==> src/rtl/xray_pass_sequencer_if.sv <==
// Frame-buffer and pixel-datapath bundle for the X-ray pass sequencer.
// Signals: read port (rd_en/rd_addr/rd_data), Main operands and pixel
// (dp_select/dp_value/dp_threshold/dp_in_byte/dp_out_byte), and write
// port (wr_en/wr_addr/wr_data). master = sequencer, slave = RAM/Main.
interface xray_pass_sequencer_if #(
    parameter int ADDR_W = 17
);
    logic              rd_en;
    logic [ADDR_W-1:0] rd_addr;
    logic [7:0]        rd_data;
    logic [1:0]        dp_select;
    logic [7:0]        dp_value;
    logic [7:0]        dp_threshold;
    logic [7:0]        dp_in_byte;
    logic [7:0]        dp_out_byte;
    logic              wr_en;
    logic [ADDR_W-1:0] wr_addr;
    logic [7:0]        wr_data;

    modport master (
        output rd_en, rd_addr,
        input  rd_data,
        output dp_select, dp_value, dp_threshold, dp_in_byte,
        input  dp_out_byte,
        output wr_en, wr_addr, wr_data
    );

    modport slave (
        input  rd_en, rd_addr,
        output rd_data,
        input  dp_select, dp_value, dp_threshold, dp_in_byte,
        output dp_out_byte,
        input  wr_en, wr_addr, wr_data
    );
endinterface

==> src/rtl/xray_pass_sequencer.sv <==
// Streams a stored frame through the Main pixel datapath once per
// enabled pass, writing results back in place.
// Ports: clk, rst (async, active-high); start/abort/pass_mask/value_in/
// threshold_in job controls; busy/pass_done/done/aborted status;
// bus = frame-buffer read/write ports plus Main operands and pixel.
module xray_pass_sequencer #(
    parameter int NPIX     = 97792,
    parameter int ADDR_W   = 17,
    parameter int PIPE_LAT = 1
) (
    input  logic       clk,
    input  logic       rst,
    input  logic       start,
    input  logic       abort,
    input  logic [3:0] pass_mask,
    input  logic [7:0] value_in,
    input  logic [7:0] threshold_in,
    output logic       busy,
    output logic       pass_done,
    output logic       done,
    output logic       aborted,
    xray_pass_sequencer_if.master bus
);
    // Depth of the read-to-write line: RAM read cycle plus Main latency.
    localparam int D   = 1 + PIPE_LAT;
    localparam int DCW = $clog2(D);
    localparam logic [ADDR_W-1:0] LAST = ADDR_W'(NPIX - 1);
    localparam logic [DCW-1:0]    D_END = DCW'(D - 1);
    localparam logic [DCW-1:0]    D_PRE = DCW'(D - 2);

    typedef enum logic [2:0] {
        IDLE, SEL, STREAM, DRAIN, FIN
    } state_t;

    state_t            state;
    logic [3:0]        mask_q;
    logic [ADDR_W-1:0] cnt;
    logic [DCW-1:0]    dcnt;
    logic              ab_q;
    logic [1:0]        sel_q;
    logic [7:0]        val_q;
    logic [7:0]        thr_q;
    logic [1:0]        k;

    logic              vld_q [D];
    logic [ADDR_W-1:0] la_q  [D];

    // Lowest remaining pass; several bits may be set, so order matters.
    always_comb begin
        k = 2'd0;
        priority case (1'b1)
            mask_q[0]: k = 2'd0;
            mask_q[1]: k = 2'd1;
            mask_q[2]: k = 2'd2;
            mask_q[3]: k = 2'd3;
            default:   k = 2'd0;
        endcase
    end

    // Abort cancels the read of the very cycle it is seen in.
    assign bus.rd_en        = (state == STREAM) && !abort;
    assign bus.rd_addr      = cnt;
    assign bus.dp_select    = sel_q;
    assign bus.dp_value     = val_q;
    assign bus.dp_threshold = thr_q;
    assign bus.dp_in_byte   = bus.rd_data;
    assign bus.wr_data      = bus.dp_out_byte;
    assign bus.wr_en        = vld_q[D-1];
    assign bus.wr_addr      = la_q[D-1];

    always_ff @(posedge clk or posedge rst) begin
        if (rst) begin
            state     <= IDLE;
            mask_q    <= '0;
            cnt       <= '0;
            dcnt      <= '0;
            ab_q      <= 1'b0;
            sel_q     <= '0;
            val_q     <= '0;
            thr_q     <= '0;
            busy      <= 1'b0;
            pass_done <= 1'b0;
            done      <= 1'b0;
            aborted   <= 1'b0;
        end else begin
            pass_done <= 1'b0;
            done      <= 1'b0;
            unique case (state)
                IDLE: begin
                    if (start) begin
                        mask_q  <= pass_mask;
                        val_q   <= value_in;
                        thr_q   <= threshold_in;
                        aborted <= 1'b0;
                        ab_q    <= 1'b0;
                        busy    <= 1'b1;
                        state   <= SEL;
                    end
                end
                SEL: begin
                    if (mask_q != 4'd0) begin
                        sel_q     <= k;
                        mask_q[k] <= 1'b0;
                        cnt       <= '0;
                        state     <= STREAM;
                    end else begin
                        done    <= 1'b1;
                        aborted <= ab_q;
                        state   <= FIN;
                    end
                end
                STREAM: begin
                    if (abort) begin
                        ab_q  <= 1'b1;
                        dcnt  <= '0;
                        state <= DRAIN;
                    end else if (cnt == LAST) begin
                        dcnt  <= '0;
                        state <= DRAIN;
                    end else begin
                        cnt <= cnt + 1'b1;
                    end
                end
                DRAIN: begin
                    if (dcnt == D_END) begin
                        if (ab_q) begin
                            done    <= 1'b1;
                            aborted <= 1'b1;
                            state   <= FIN;
                        end else begin
                            state <= SEL;
                        end
                    end else begin
                        dcnt      <= dcnt + 1'b1;
                        // Lands in the last drain cycle with the last write.
                        pass_done <= (dcnt == D_PRE);
                    end
                end
                FIN: begin
                    busy  <= 1'b0;
                    state <= IDLE;
                end
                default: state <= IDLE;
            endcase
        end
    end

    // Each issued read travels D cycles to become its own write.
    always_ff @(posedge clk or posedge rst) begin
        if (rst) begin
            for (int i = 0; i < D; i++) begin
                vld_q[i] <= 1'b0;
                la_q[i]  <= '0;
            end
        end else begin
            vld_q[0] <= bus.rd_en;
            la_q[0]  <= cnt;
            for (int i = 1; i < D; i++) begin
                vld_q[i] <= vld_q[i-1];
                la_q[i]  <= la_q[i-1];
            end
        end
    end
endmodule

==> src/flat_wrapper.sv <==
// flat-port wrapper written by rule: the top's interface ports become plain ports
module xray_pass_sequencer_flat 
#(
    parameter int NPIX     = 97792,
    parameter int ADDR_W   = 17,
    parameter int PIPE_LAT = 1
)
  (clk, rst, start, abort, pass_mask, value_in, threshold_in, busy, pass_done, done, aborted, bus_rd_en, bus_rd_addr, bus_rd_data, bus_dp_select, bus_dp_value, bus_dp_threshold, bus_dp_in_byte, bus_dp_out_byte, bus_wr_en, bus_wr_addr, bus_wr_data);
  xray_pass_sequencer_if #(.ADDR_W(ADDR_W)) bus_i ();
  input  logic clk;
  input  logic rst;
  input  logic start;
  input  logic abort;
  input  logic [3:0] pass_mask;
  input  logic [7:0] value_in;
  input  logic [7:0] threshold_in;
  output logic busy;
  output logic pass_done;
  output logic done;
  output logic aborted;
  output wire logic [$bits(bus_i.rd_en)-1:0] bus_rd_en;
  output wire logic [$bits(bus_i.rd_addr)-1:0] bus_rd_addr;
  input wire logic [$bits(bus_i.rd_data)-1:0] bus_rd_data;
  output wire logic [$bits(bus_i.dp_select)-1:0] bus_dp_select;
  output wire logic [$bits(bus_i.dp_value)-1:0] bus_dp_value;
  output wire logic [$bits(bus_i.dp_threshold)-1:0] bus_dp_threshold;
  output wire logic [$bits(bus_i.dp_in_byte)-1:0] bus_dp_in_byte;
  input wire logic [$bits(bus_i.dp_out_byte)-1:0] bus_dp_out_byte;
  output wire logic [$bits(bus_i.wr_en)-1:0] bus_wr_en;
  output wire logic [$bits(bus_i.wr_addr)-1:0] bus_wr_addr;
  output wire logic [$bits(bus_i.wr_data)-1:0] bus_wr_data;
  assign bus_rd_en = bus_i.rd_en;
  assign bus_rd_addr = bus_i.rd_addr;
  assign bus_i.rd_data = bus_rd_data;
  assign bus_dp_select = bus_i.dp_select;
  assign bus_dp_value = bus_i.dp_value;
  assign bus_dp_threshold = bus_i.dp_threshold;
  assign bus_dp_in_byte = bus_i.dp_in_byte;
  assign bus_i.dp_out_byte = bus_dp_out_byte;
  assign bus_wr_en = bus_i.wr_en;
  assign bus_wr_addr = bus_i.wr_addr;
  assign bus_wr_data = bus_i.wr_data;
  xray_pass_sequencer #(.NPIX(NPIX), .ADDR_W(ADDR_W), .PIPE_LAT(PIPE_LAT)) u_core (.clk(clk), .rst(rst), .start(start), .abort(abort), .pass_mask(pass_mask), .value_in(value_in), .threshold_in(threshold_in), .busy(busy), .pass_done(pass_done), .done(done), .aborted(aborted), .bus(bus_i));
endmodule
==> config.mk <==
export PLATFORM = sky130hd
export DESIGN_NAME = xray_pass_sequencer_flat
export DESIGN_NICKNAME = d
export VERILOG_FILES = /design/src/rtl/xray_pass_sequencer_if.sv /design/src/rtl/xray_pass_sequencer.sv /design/src/flat_wrapper.sv
export SDC_FILE = /design/constraint.sdc
export NUM_CORES = 1
export LEC_CHECK = 0
export ABC_AREA = 1
export CAP_MARGIN = 20
export CORE_ASPECT_RATIO = 1.2
export CORE_MARGIN = 5
export CORE_UTILIZATION = 47
export CTS_CLUSTER_SIZE = 20
export DETAILED_ROUTE_END_ITERATION = 16
export PLACE_DENSITY = 0.84
export SYNTH_ARGS = -nofsm -noshare
export SYNTH_HDL_FRONTEND = slang
export SYNTH_SLANG_ARGS = --single-unit
export TNS_END_PERCENT = 20
==> constraint.sdc <==
create_clock -name clk -period 3.6 [get_ports clk]
set_input_delay 0.9 -clock clk [delete_from_list [all_inputs] [get_ports clk]]
set_output_delay 0.9 -clock clk [all_outputs]
set_load 0.05 [all_outputs]
Yosys cells after proc, flatten, opt, wreduce, memory -nomap -nowiden
Cells that the tools add are included.
{"block": "word_totals", "ff_bits": 84, "input_bits": 40}
{"block": "op_classes", "addsub": 2, "n_lt_le_gt_ge": 2, "eq_ne": 14, "n_mux": 39, "bitwise": 3, "reduce_logical": 20}
{"op": "2-to-1 mux 17 bit", "count": 3}
{"op": "case mux 17 bit (2 select lines)", "count": 1}
{"op": "2-to-1 mux 3 bit", "count": 6}
{"op": "adder 17 x 1 -> 17 bit, second input constant", "count": 1}
{"op": "equality test 17 bit, second input constant", "count": 1}
{"op": "2-to-1 mux 1 bit", "count": 15}
{"op": "case mux 3 bit (4 select lines)", "count": 1}
{"op": "inequality test 2 bit, second input constant", "count": 5}
{"op": "nonzero test 2 bit", "count": 5}
{"op": "AND reduction 3 bit", "count": 3}
{"op": "2-to-1 mux 2 bit", "count": 4}
{"op": "2-to-1 mux 4 bit", "count": 2}
{"op": "case mux 1 bit (2 select lines)", "count": 4}
{"op": "case mux 4 bit (2 select lines)", "count": 1}
{"op": "AND reduction 2 bit", "count": 4}
{"op": "equality test 3 x 2 -> 1 bit, second input constant", "count": 2}
{"op": "inequality test 2 x 1 -> 1 bit, second input constant", "count": 3}
{"op": "AND reduction 5 bit", "count": 1}
{"op": "AND 4 bit", "count": 1}
{"op": "NOT 4 bit", "count": 1}
{"op": "AND reduction 4 bit", "count": 1}
{"op": "nonzero test 4 bit", "count": 1}
{"op": "equality test 3 x 1 -> 1 bit, second input constant", "count": 1}
{"op": "equality test 3 bit, second input constant", "count": 1}
{"op": "11 further kinds", "count": 12}

Logic depth before layout (Yosys ltp)
Gate-level depths: netlist (run 1).
{"block": "logic_depth", "depth_word": 12, "mapped_depth": 10, "depth_no_buf": 9}

Worst setup path before layout (run 1)
OpenSTA, ideal clock, no wires.
{"block": "synth_path", "kind": "input to output", "from": "input abort", "to": "output bus_rd_en", "arrival_time_ps": 1363, "path_slack_ps": 1337, "path_stages": 1, "path_buffers": 0, "path_cell_list": "nor2_2"}
{"block": "synth_between", "elab_chain_len": 2}
{"element": "from (decl)", "line_no": "flat_wrapper.sv:13", "source": "input logic abort;"}
{"element": "logical NOT 1 bit", "line_no": "xray_pass_sequencer.sv:61", "source": "assign bus.rd_en = (state == STREAM) && !abort;"}
{"element": "logical AND 1 bit", "line_no": "xray_pass_sequencer.sv:61"}
{"element": "to (decl)", "line_no": "flat_wrapper.sv:21", "source": "output wire logic [$bits(bus_i.rd_en)-1:0] bus_rd_en;"}
No other way between the ends.

Worst setup path after layout (run 1)
Ends and elaborated chain as after synthesis.

==> results of run 1 <==
## metrics by stage
stage          instance area, µm²  setup slack (ns)
4_1_cts                      4560             0.893
3_5_place_dp                 4330             0.903
2_1_floorplan                3670             0.535
5_1_grt                      4560             0.853
3_3_place_gp                 4330             0.897
6_report                     4560             0.891
## cell families (layout without fill, tap and decap cells)
family	Yosys count	count (layout)	synth area share, %
simple gates	223	223	26.9
flops	84	84	57.3
xor+xnor	4	4	0.955
fa+ha+maj	1	1	0.341
buf+inv	70	128	11.2
compound gates	21	21	3.38
## placed cells by master (no fill, tap or decap), types with 4 or more instances in the layout
cell	count
nand2_1	151
o21ai_0	11
inv_1	25
nand2_2	7
nor2_1	29
nand4_1	5
dfrtp_1	84
nand3_1	16
clkdlybuf4s50_1	80
clkbuf_8	9
inv_2	4
## cell usage after synthesis (all sizes together)
| cell type | n | area [µm²] |
|---|---|---|
| a21boi | 1 | 11.3 |
| a21oi | 3 | 15.0 |
| buf | 38 | 282 |
| clkinv | 1 | 8.76 |
| dfrtp | 84 | 2100 |
| ha | 1 | 12.5 |
| inv | 31 | 119 |
| nand2 | 160 | 633 |
| nand3 | 19 | 125 |
| nand3b | 1 | 7.51 |
| nand4 | 5 | 31.3 |
| nor2 | 35 | 170 |
| nor3 | 1 | 5.00 |
| nor3b | 1 | 7.51 |
| o211ai | 1 | 7.51 |
| o21a | 1 | 7.51 |
| o21ai | 11 | 55.1 |
| o21bai | 1 | 7.51 |
| o22ai | 2 | 12.5 |
| o31ai | 1 | 7.51 |
| or2 | 1 | 6.26 |
| xnor2 | 1 | 8.76 |
| xor2 | 3 | 26.3 |
## metal layers
| metal | GRT usage [%] | vias to the layer above | wire, µm |
|---|---|---|---|
| met3 | 5.82 | 11 | 608 |
| met5 | 0 | - | 0 |
| met4 | 7.34 | 0 | 114 |
| met2 | 28.8 | 115 | 3870 |
| li1 | - | 1331 | - |
| met1 | 20.5 | 1291 | 3300 |
## worst max path at each step
stage / from / to / slack, ns / cells after the start
after floorplan: rst / u_core.ab_q / 0.53 / 1
after global placement: abort / bus_rd_en / 0.90 / 3
after detailed placement: abort / bus_rd_en / 0.90 / 3
after CTS: abort / bus_rd_en / 0.89 / 3
after global routing: abort / bus_rd_en / 0.85 / 3
final: abort / bus_rd_en / 0.89 / 3
## power by group
group | total [mW] | switching, mW | internal [mW]
Sequential | 1.26 | 0.124 | 1.13
Clock | 0.773 | 0.321 | 0.452
Combinational | 1.48 | 1.03 | 0.449
Total | 3.51 | 1.47 | 2.03
## final cells by class
type | instances | area [µm²] | share of cell area, %
clock inverter | 5 | 103 | 2.25
tap | 92 | 115 | 2.53
inverter | 32 | 129 | 2.83
timing repair buffer | 82 | 828 | 18.2
clock buffer | 9 | 124 | 2.72
sequential | 84 | 2100 | 46.1
multi-input combinational | 249 | 1160 | 25.4
## flip-flops by register name (all words and copies together) (netlist names)
| signal | cells |
|---|---|
| u_core.aborted | 1 |
| u_core.bus.wr_en | 1 |
| u_core.pass_done | 1 |
| u_core.ab_q | 1 |
| u_core.bus.wr_addr | 17 |
| u_core.dcnt | 1 |
| u_core.mask_q | 4 |
| u_core.bus.rd_addr | 17 |
| u_core.busy | 1 |
| u_core.la_q | 17 |
| u_core.done | 1 |
| u_core.bus.dp_select | 2 |
| u_core.vld_q | 1 |
| u_core.bus.dp_threshold | 8 |
| u_core.bus.dp_value | 8 |
| u_core.state | 3 |
## critical path: stages
cell             delay, ns
clkdlybuf4s50_1       0.47
nor2_2                0.21
buf_4                 0.23
==> results.yml, run 1 <==
drt:
  wl_per_cell_um: 14.3
  drc: 0
  viasPerCell: 4.97
  vias: 2748
  drt_iter0_markers: 77
  ant_nets: 0
  wl_um: 7890
  drt_first_pass_iters: 4
timing:
  worstMarginPinSlew_ns: 0.761
  tns_ns: 0
  hold_viol: 0
  hold-worst-slack_ns: 0.348
  rsz0062_at_grt: "false"
  finalCritPeriodShare_pct: 75.3
  finalSetupViolCount: 0
  max_freq_ghz: 0.369
  report.final.slew_viol_count: 0
  finalClockSkew_ns: 0.0120
  fin_crit_ns: 2.71
  max_slew_margin_pct: 49.2
yosys:
  ys_warn_count: 0
  yosysUniqueCellTypes: 34
  ys_ff_latch: 84
  synthCells: 403
  synth-seq-area-share_pct: 57.3
  synth_nets: 444
  synth_area_um2: 3670
  synth.avg_cell_area_um2: 9.10
place:
  dp.cells: 539
  place_hpwl_um: 5560
  io_buffers: 81
  place.gp.congestion: 0.860
floorplanning:
  start_util_pct: 47.9
  io_pins: 114
  die_w_um: 90.7
  die_h_um: 107
  die-area_um2: 9680
  fp-row-count: 35
  core_area_um2: 7660
cts:
  cts_root_buf: "clkbuf_8"
  htree_levels: 3
  cts.repair.resized: 0
  clk_latency_ns: 0.35
  clkSinkCount: 84
  path_clk_slew_ns: 0.08
  cts_buffers: 9
  cts_tree: "built"
  cts_hold_buf: 0
  postCtsSetupBuffers: 0
  clk_path_buf_depth: 2
global_routing:
  antenna_found_initial: 0
  globalRouteOverflowTotal: 0
  grt_first_pass_wirelength_um: 13400
  grt_usage_pct: 17.3
  grt_max_degree: 46
  grt_pass1_vias: 2795
setup_path:
  rrSetupSlack_ns: 1.73
  crit_arrival_ns: 1.81
  r2r-end: "u_core.ab_q"
  critPathCaptureType: "output pin"
  path_class: "in -> out"
  reg2reg_depth: 6
  r2r_start: "u_core.state[1]"
  start_kind: "primary input"
  required_ns: 2.70
  crit_fanout: 4
layout:
  layout.cells.non_filler: 553
  area_growth_pct: 24.2
  fin_util_pct: 59.5
  layout-drive-gt1-share_pct: 9.33
  finalNetCount: 499
  fillers: 650
  n_antenna_cell: 0
flow_run:
  drv_cap: 0
power:
  power_density_nw_per_um2: 770
  p_total_mw: 3.51
  max-vdd-ir-drop_v: 0.000507
  p_leak_nw: 2.23
run_status:
  outcome: "complete, no violations"
hold_path:
  hp-class: "reg -> reg"
  hold_path_depth: 0
  worstHoldEndpoint: "u_core.bus.wr_addr[13]"
  worstHoldStart: "u_core.la_q[30]"
Power figures use the tool's default switching activity.
==> run 2: changes to the inputs <==
--- a/config.mk
+++ b/config.mk
@@ -9,10 +9,10 @@
 export CAP_MARGIN = 20
 export CORE_ASPECT_RATIO = 1.2
 export CORE_MARGIN = 5
-export CORE_UTILIZATION = 47
+export CORE_UTILIZATION = 42
 export CTS_CLUSTER_SIZE = 20
 export DETAILED_ROUTE_END_ITERATION = 16
-export PLACE_DENSITY = 0.84
+export PLACE_DENSITY = 0.79
 export SYNTH_ARGS = -nofsm -noshare
 export SYNTH_HDL_FRONTEND = slang
 export SYNTH_SLANG_ARGS = --single-unit
==> constraint.sdc (replaced) <==
create_clock -name clk -period 2.41 [get_ports clk]
set_input_delay 0.6025 -clock clk [delete_from_list [all_inputs] [get_ports clk]]
set_output_delay 0.6025 -clock clk [all_outputs]
set_load 0.05 [all_outputs]
==> run 2 against run 1 <==
Setup slack got worse by 0.80 ns. Clock power rose by 17%. First-iteration DRC count rose by 25%. Clock-buffer cell count did not move. Critical path type is now reg -> out. Largest power group unchanged.
==> results.yml, run 2 (same netlist as run 1, synthesis figures left out) <==
run_status:
  outcome: "complete, no violations"
global_routing:
  antenna_found_initial: 0
  grt_pass1_vias: 2755
  grt_use_met2_pct: 26.2
  grt_first_pass_wirelength_um: 13100
  globalRouteOverflowTotal: 0
  grt_usage_pct: 15.8
  use_met1_pct: 19.1
  grt_use_met3_pct: 5.36
  busiest_layer: "met2"
  grt_max_degree: 85
cts:
  clkSinkCount: 84
  cts.repair.resized: 0
  cts_buffers: 9
  clk_path_buf_depth: 2
  clk_latency_ns: 0.36
  path_clk_slew_ns: 0.09
  postCtsSetupBuffers: 0
  cts_root_buf: "clkbuf_8"
  htree_levels: 3
  cts_tree: "built"
  cts_hold_buf: 0
layout:
  layout_commonest_cell: "nand2_1"
  finalNetCount: 506
  finalInstanceArea_um2: 4610
  n_antenna_cell: 0
  layout-drive-gt1-share_pct: 11.1
  area_growth_pct: 25.5
  layout_common_cells: "151 x nand2_1, 84 x dfrtp_1, 80 x clkdlybuf4s50_1"
place:
  place_hpwl_um: 5850
  io_buffers: 81
  place.gp.congestion: 0.851
  place_area_um2: 4430
setup_path:
  path_delay_family: "buffers and inverters"
  critPathMaxStageDelay_ns: 0.88
  crit_fanout: 6
  worst-path-buf-inv: 1
  startpoint: "u_core.bus.rd_addr[4]"
  cpMaxStageDelayCell: "clkdlybuf4s50_1"
  rrSetupSlack_ns: 0.65
  start_kind: "register"
  path_class: "reg -> out"
  required_ns: 1.81
  crit_chain: "clkdlybuf4s50_1"
  r2r_start: "u_core.bus.rd_addr[0]"
  critPathCaptureType: "output pin"
  crit_arrival_ns: 1.72
drt:
  ant_nets: 0
  wl_um: 8060
  drc: 0
  wl_per_cell_um: 13.7
  vias: 2805
  drt_first_pass_iters: 4
  viasPerCell: 4.78
  drt_iter0_markers: 96
hold_path:
  hp-class: "reg -> reg"
  worstHoldStart: "u_core.la_q[20]"
timing:
  hold_viol: 0
  worstMarginPinSlew_ns: 0.550
  max_freq_ghz: 0.431
  fin_crit_ns: 2.32
  max_slew_margin_pct: 63.2
  tns_ns: 0
  rsz0062_at_grt: "false"
  finalCritPeriodShare_pct: 96.4
  finalSetupViolCount: 0
  hold-worst-slack_ns: 0.345
  report.final.slew_viol_count: 0
  finalClockSkew_ns: 0.0103
power:
  power_density_nw_per_um2: 1090
  p_total_mw: 5.02
  p_leak_nw: 2.24
  max-vdd-ir-drop_v: 0.000398
floorplanning:
  die_h_um: 112
  start_util_pct: 42.8
  die-area_um2: 10700
  core_area_um2: 8560
  die_w_um: 95.3
  io_pins: 114
  fp-row-count: 37
flow_run:
  drv_cap: 0
run 2: area by class of cell:
class                      count  area [µm²]
clock buffer                   9         124
clock inverter                 7        51.3
fill                         767        3960
inverter                      32         131
multi-input combinational    249        1160
sequential                    84        2100
tap                          117         146
timing repair buffer          89         893
run 2: stage by stage:
stage / utilization (%) / std cells / worst slack (ns)
2_1_floorplan: - / 403 / 0.559
5_1_grt: 53.8 / 587 / 0.0153
6_report: 53.8 / 587 / 0.0876
3_5_place_dp: 51.7 / 571 / 0.317
3_3_place_gp: 51.7 / 571 / 0.309
4_1_cts: 53.8 / 587 / 0.0609
run 2: per-layer routing:
layer	vias up	share of wire [%]
li1	1336	-
met1	1358	41
met2	102	50
met3	9	7.5
met4	0	1.6
met5	-	0
run 2: final timing paths:
check,to,cells after the start
worst max-delay path,bus_rd_addr[4],1
worst min-delay path,u_core.bus.wr_addr[3],0
worst max register to register,u_core.bus.rd_addr[1],9
worst min register to register,u_core.bus.wr_addr[3],0
max in group asynchronous,u_core.bus.wr_addr[15],3
min in group asynchronous,u_core.bus.dp_threshold[4],3
run 2: report_power, final:
| part | internal [mW] | leakage [nW] | switching [mW] | total (mW) |
|---|---|---|---|---|
| Clock | 0.379 | 0.0860 | 0.525 | 0.904 |
| Sequential | 1.69 | 1.12 | 0.185 | 1.88 |
| Combinational | 0.702 | 1.04 | 1.54 | 2.24 |
| Total | 2.77 | 2.24 | 2.25 | 5.02 |
run 2: worst register-to-register path, stage by stage, from the launching register on:
cell and delay (ns):
dfrtp_1 0.46, ha_1 0.26, nand2_1 0.11, nor2_2 0.06, nand2_2 0.14, clkinv_4 0.11
a21boi_2 0.23, buf_4 0.20, nand2_1 0.06, nand2_1 0.07
